==> src/rtl/imm_decode_controller.sv <==
// ============================================================================
// Module      : imm_decode_controller
// Description : Decode-stage holding register with valid/ready handshake,
//               immediate SELECT decode, load-use hazard bubbles, flush and a
//               saturating stall counter. Optional trap flag for unknown
//               opcodes is enabled by defining ILLEGAL_INSTR_TRAP_EN.
// Revision    : 1.0 - initial release
// ============================================================================
`default_nettype none

module imm_decode_controller #(
    parameter logic [31:0] NOP_INSTR   = 32'h00000013,
    parameter int          STALL_CNT_W = 16
) (
    input  logic                   CLK,
    input  logic                   RESET_N,
    input  logic                   IF_VALID,
    input  logic [31:0]            IF_INSTR,
    output logic                   IF_READY,
    input  logic                   FLUSH,
    input  logic                   EX_MEM_READ,
    input  logic [4:0]             EX_RD,
    input  logic                   ID_READY,
    output logic                   ID_VALID,
    output logic [31:0]            ID_INSTR,
    output logic [2:0]             IMM_SELECT,
    output logic                   HAZARD_STALL,
    output logic [STALL_CNT_W-1:0] STALL_COUNT,
    output logic                   ILLEGAL
);

    localparam logic [6:0] c_OP_LUI    = 7'b0110111;
    localparam logic [6:0] c_OP_AUIPC  = 7'b0010111;
    localparam logic [6:0] c_OP_JAL    = 7'b1101111;
    localparam logic [6:0] c_OP_JALR   = 7'b1100111;
    localparam logic [6:0] c_OP_LOAD   = 7'b0000011;
    localparam logic [6:0] c_OP_OPIMM  = 7'b0010011;
    localparam logic [6:0] c_OP_SYSTEM = 7'b1110011;
    localparam logic [6:0] c_OP_BRANCH = 7'b1100011;
    localparam logic [6:0] c_OP_STORE  = 7'b0100011;
    localparam logic [6:0] c_OP_OP     = 7'b0110011;
    localparam logic [6:0] c_OP_FENCE  = 7'b0001111;

    localparam logic [2:0] c_SEL_U    = 3'b000;
    localparam logic [2:0] c_SEL_J    = 3'b001;
    localparam logic [2:0] c_SEL_I    = 3'b010;
    localparam logic [2:0] c_SEL_B    = 3'b011;
    localparam logic [2:0] c_SEL_S    = 3'b100;
    localparam logic [2:0] c_SEL_NONE = 3'b111;

    typedef enum logic [0:0] {
        ST_EMPTY = 1'b0,
        ST_FULL  = 1'b1
    } state_t;

    state_t                 r_state;
    logic [31:0]            r_instr;
    logic [2:0]             r_imm_sel;
    logic                   r_uses_rs1;
    logic                   r_uses_rs2;
    logic [STALL_CNT_W-1:0] r_stall_cnt;

    logic [6:0] w_opcode;
    logic [2:0] w_sel;
    logic       w_uses_rs1;
    logic       w_uses_rs2;
    logic       w_known;
    logic       w_rs1_hit;
    logic       w_rs2_hit;
    logic       w_hazard;
    logic       w_id_valid;
    logic       w_if_ready;
    logic       w_capture;
    logic       w_transfer;

    assign w_opcode = IF_INSTR[6:0];

    // Decode the incoming opcode so the result can be registered at capture.
    always_comb begin
        w_sel      = c_SEL_NONE;
        w_uses_rs1 = 1'b0;
        w_uses_rs2 = 1'b0;
        w_known    = 1'b1;
        case (w_opcode)
            c_OP_LUI, c_OP_AUIPC: w_sel = c_SEL_U;
            c_OP_JAL:             w_sel = c_SEL_J;
            c_OP_JALR, c_OP_LOAD, c_OP_OPIMM, c_OP_SYSTEM, c_OP_FENCE: begin
                w_sel      = c_SEL_I;
                w_uses_rs1 = 1'b1;
            end
            c_OP_BRANCH: begin
                w_sel      = c_SEL_B;
                w_uses_rs1 = 1'b1;
                w_uses_rs2 = 1'b1;
            end
            c_OP_STORE: begin
                w_sel      = c_SEL_S;
                w_uses_rs1 = 1'b1;
                w_uses_rs2 = 1'b1;
            end
            c_OP_OP: begin
                w_uses_rs1 = 1'b1;
                w_uses_rs2 = 1'b1;
            end
            default: w_known = 1'b0;
        endcase
    end

    assign w_rs1_hit  = r_uses_rs1 && (r_instr[19:15] == EX_RD);
    assign w_rs2_hit  = r_uses_rs2 && (r_instr[24:20] == EX_RD);
    assign w_hazard   = (r_state == ST_FULL) && EX_MEM_READ && (EX_RD != 5'd0)
                        && (w_rs1_hit || w_rs2_hit);
    assign w_id_valid = (r_state == ST_FULL) && !w_hazard;
    assign w_if_ready = !FLUSH && ((r_state == ST_EMPTY) || (ID_READY && !w_hazard));
    assign w_capture  = IF_VALID && w_if_ready;
    assign w_transfer = w_id_valid && ID_READY;

`ifdef ILLEGAL_INSTR_TRAP_EN
    logic r_illegal;
`else
    logic unused_known;
    assign unused_known = w_known;
`endif

    always_ff @(posedge CLK or negedge RESET_N) begin
        if (!RESET_N) begin
            r_state     <= ST_EMPTY;
            r_instr     <= NOP_INSTR;
            r_imm_sel   <= c_SEL_I;
            r_uses_rs1  <= 1'b0;
            r_uses_rs2  <= 1'b0;
            r_stall_cnt <= '0;
`ifdef ILLEGAL_INSTR_TRAP_EN
            r_illegal   <= 1'b0;
`endif
        end else begin
            if (w_hazard && (r_stall_cnt != '1)) begin
                r_stall_cnt <= r_stall_cnt + STALL_CNT_W'(1);
            end
            if (FLUSH) begin
                r_state    <= ST_EMPTY;
                r_instr    <= NOP_INSTR;
                r_imm_sel  <= c_SEL_I;
                r_uses_rs1 <= 1'b0;
                r_uses_rs2 <= 1'b0;
`ifdef ILLEGAL_INSTR_TRAP_EN
                r_illegal  <= 1'b0;
`endif
            end else if (w_capture) begin
                r_state    <= ST_FULL;
                r_instr    <= IF_INSTR;
                r_imm_sel  <= w_sel;
                r_uses_rs1 <= w_uses_rs1;
                r_uses_rs2 <= w_uses_rs2;
`ifdef ILLEGAL_INSTR_TRAP_EN
                r_illegal  <= !w_known;
`endif
            end else if (w_transfer) begin
                // Instruction word is left in place; only the slot empties.
                r_state    <= ST_EMPTY;
`ifdef ILLEGAL_INSTR_TRAP_EN
                r_illegal  <= 1'b0;
`endif
            end
        end
    end

    assign IF_READY     = w_if_ready;
    assign ID_VALID     = w_id_valid;
    assign ID_INSTR     = r_instr;
    assign IMM_SELECT   = r_imm_sel;
    assign HAZARD_STALL = w_hazard;
    assign STALL_COUNT  = r_stall_cnt;
`ifdef ILLEGAL_INSTR_TRAP_EN
    assign ILLEGAL      = r_illegal;
`else
    assign ILLEGAL      = 1'b0;
`endif

endmodule

`default_nettype wire

==> config.mk <==
export PLATFORM = sky130hd
export DESIGN_NAME = imm_decode_controller
export DESIGN_NICKNAME = d
export VERILOG_FILES = /design/src/rtl/imm_decode_controller.sv
export SDC_FILE = /design/constraint.sdc
export NUM_CORES = 1
export LEC_CHECK = 0
export BUFFER_PORTS_ARGS = -buffer_cell sky130_fd_sc_hd__buf_2
export CORE_MARGIN = 1.5
export CORE_UTILIZATION = 37
export DETAILED_ROUTE_END_ITERATION = 7
export PLACE_DENSITY = 0.61
export SLEW_MARGIN = 20
export SYNTH_ARGS = -nofsm -noshare
export SYNTH_HDL_FRONTEND = slang
export SYNTH_SLANG_ARGS = --single-unit
export TNS_END_PERCENT = 5
==> constraint.sdc <==
create_clock -name CLK -period 2.1 [get_ports CLK]
set_input_delay 0.42 -clock CLK [delete_from_list [all_inputs] [get_ports CLK]]
set_output_delay 0.42 -clock CLK [all_outputs]
set_load 0.005 [all_outputs]
==> results.yml <==
floorplan:
  fp.dieW_um: 89.2
  rows: 31
  pin_count: 98
  dieArea_um2: 7950
  die_h_um: 89.2
  start_util: 0.381
  fp.coreArea_um2: 7210
synth:
  synth_area_leaders: "dfrtp_1, nand2b_1, o21ai_0"
  synth.most_common_cell: "dfrtp_1"
  ys_types: 35
  synth_xor_area_frac: 0.0797
  synth_top_family_by_area: "simple AND/OR/NAND/NOR gates"
  synth_mux_area_frac: 0.00820
  ys_ff_latch: 54
  syn-num-nets: 338
  synth_edf_count: 0
  synth-simple-area-share: 0.240
  synth_warnings: 0
  synth_fa_ha_area_frac: 0.00456
  syn_inst: 294
  syn_area_per_cell_um2: 9.34
  synth-compound-area-share: 0.119
  yosysTopAreaCell: "dfrtp_1"
  yosysTopAreaCellShare: 0.456
  async_reset_ff_frac: 1.00
  seq_area_frac_synth: 0.494
  ys.flop_type: "dfrtp_1"
  syn_area_um2: 2750
  yosys-top-cells-count: "dfrtp_1, o21ai_0, nand2_1, nand2b_1, nor2_1"
layout:
  num_antenna_cells: 0
  drive_gt1_frac: 0.350
  utilization: 0.499
  num-nets-final: 440
  area_growth_pct: 31.2
power_and_ir_drop:
  p_clk_frac: 0.296
  seq_power_share: 0.551
  ir_drop_mv: 0.257
  power_density_nw_per_um2: 564
  p_comb_frac: 0.153
  power_switching_mw: 0.523
  power.leakage_nw: 1.76
  internal-power_mw: 1.51
  swShare: 0.257
placement:
  place_congestion: 0.783
  port_buffers: 96
  hpwlAfterDp_um: 4560
  post-place-ws_ns: -0.227
global_routing:
  grt_pass1_wl_um: 10300
  grt.total_usage: 0.168
  grt_max_degree: 48
  antenna_found_initial: 0
  gr-total-overflow: 0
  grt_pass1_vias: 2161
worst_setup_path:
  r2r-end: "STALL_COUNT[14]"
  cp_slowest_cell: "or3_4"
  rrSetupSlack_ns: 0.18
  worst-path-max-fanout: 3
  crit_buf_inv: 2
  end_kind: "output pin"
  path_class: "input port to output pin"
  cp-start-kind: "input port"
  arrival_ns: 1.65
  critPathTopFamily: "simple AND/OR/NAND/NOR gates"
  path_common_cell: "buf_2"
  crit_required_ns: 1.68
  rr_worst_depth: 8
  max_stage_delay_ns: 0.38
  reg2reg_from: "STALL_COUNT[0]"
  worstPathCellList: "buf_2 > or3_4 > o311a_4 > and2_4 > nor3_4 > buf_2"
sta:
  finalSetupViolCount: 0
  hold_viol_final: 0
  fin_crit_ns: 2.07
  max_slew_margin: 0.584
  fin_skew_ns: 0.00684
  worst_slack_ns: 0.0292
  worst_pin_slew_ns: 0.624
  post-route-period-util: 0.986
  slew_viol_final: 0
  rsz0062_at_grt: "yes"
  fmax_ghz: 0.483
route:
  drc: 0
  vias: 2373
  drtPass1Iterations: 4
  wl_per_cell_um: 13.7
  via_per_inst: 4.78
  ant_nets: 0
  wirelength_um: 6780
  drt-initial-drc-count: 116
clocking:
  clockRootBuffer: "clkbuf_8"
  tritoncts: "yes"
  clock_sinks: 54
  cts-buffers-inserted: 5
  clock_latency_ns: 0.31
  htree_levels: 2
  cts_buffer_depth: 2
  clkTransAtPathRegs_ns: 0.10
run:
  maxCapViolCount: 0
run_status:
  status: "complete, no violations"
hold_path:
  holdCritPathClass: "input port to async pin"
==> kinds of logic after synthesis <==
logic type               after synthesis
AO/OA/AOI/OAI                         58
XOR/XNOR                              25
adder cells (fa/ha/maj)                1
buffers and inverters                 27
flip-flops                            54
multiplexers                           2
other                                  1
AND/OR/NAND/NOR                      126
==> sequential cells by signal (all words and copies together) (netlist names) <==
name	cells
r_uses_rs1	1
r_state	1
IMM_SELECT	3
r_uses_rs2	1
ID_INSTR	32
STALL_COUNT	16
==> worst register-to-register path, cell delays in order (launching register included) <==
cell	delay, ns
dfrtp_1	0.43
ha_1	0.25
nand4_1	0.19
nor2_2	0.08
nand2_1	0.12
nand3_1	0.13
buf_12	0.17
nor4_1	0.32
xnor2_1	0.17
==> cells in the final DEF (no fill, tap or decap), types with 5 or more instances in the layout <==
master,synthesis,final
buf_4,1,14
buf_2,2,95
nand3_1,9,9
o21ai_0,41,41
inv_1,5,5
dfrtp_1,50,50
nor2_1,15,14
nand2_1,34,34
nor3_1,6,5
xnor2_1,13,13
nand2b_1,34,34
a21oi_1,8,8
nand3b_1,9,9
xor2_1,12,12
clkbuf_8,0,6
nand4_1,8,8
==> power by group through the flow <==
stage	clock network [mW]	registers [mW]	logic [mW]
floorplan	0	1.14	0.142
global placement	0	1.14	0.283
detailed placement	0	1.14	0.289
CTS	0.635	1.12	0.303
global route	0.670	1.13	0.351
finish	0.601	1.12	0.311
==> final cells by class <==
class,instances,area [µm²]
Clock buffer,7,86.3
Clock inverter,1,5.00
Fill cell,718,3610
Inverter,5,18.8
Multi-Input combinational cell,213,1300
Sequential cell,54,1360
Tap cell,99,124
Timing Repair Buffer,117,711
==> routing by layer <==
layer	up-vias	GRT usage	share of wire
li1	1190	-	-
met1	1114	0.230	0.46
met2	63	0.267	0.48
met3	6	0.0388	0.053
met4	0	0.0462	0.0091
met5	-	0	0
==> timing repair <==
action / CTS / global route
buffers inserted: 6 / 4
setup endpoints to repair: 3 / 19
cloned: 0 / 1
resized for setup: 5 / 9
hold buffers: 0 / 0
pin swaps: 4 / 7
==> worst max path at each step <==
stage	start	endpoint	slack (ns)	depth (start not counted)
floorplan	EX_RD[1]	ID_INSTR[10]	0.0006	6
global placement	EX_RD[1]	ID_INSTR[27]	-0.17	6
detailed placement	EX_RD[1]	ID_INSTR[4]	-0.23	7
CTS	ID_INSTR[20]	HAZARD_STALL	-0.02	7
global route	ID_INSTR[24]	HAZARD_STALL	-0.04	6
finish	EX_RD[1]	IF_READY	0.03	6
==> through the flow <==
| step | hold slack, ns | cells | power, mW | cell area (µm²) | TNS, ns |
|---|---|---|---|---|---|
| 2_1_floorplan | 0.124 | 294 | 1.28 | 2750 | 0 |
| 3_3_place_gp | 0.469 | 478 | 1.42 | 3350 | -6.06 |
| 3_5_place_dp | 0.482 | 478 | 1.43 | 3350 | -6.96 |
| 4_1_cts | 0.142 | 492 | 2.06 | 3510 | -0.0181 |
| 5_1_grt | 0.153 | 496 | 2.15 | 3600 | -0.0773 |
| 6_report | 0.121 | 496 | 2.03 | 3600 | 0 |
(Power assumes the default switching activity.)
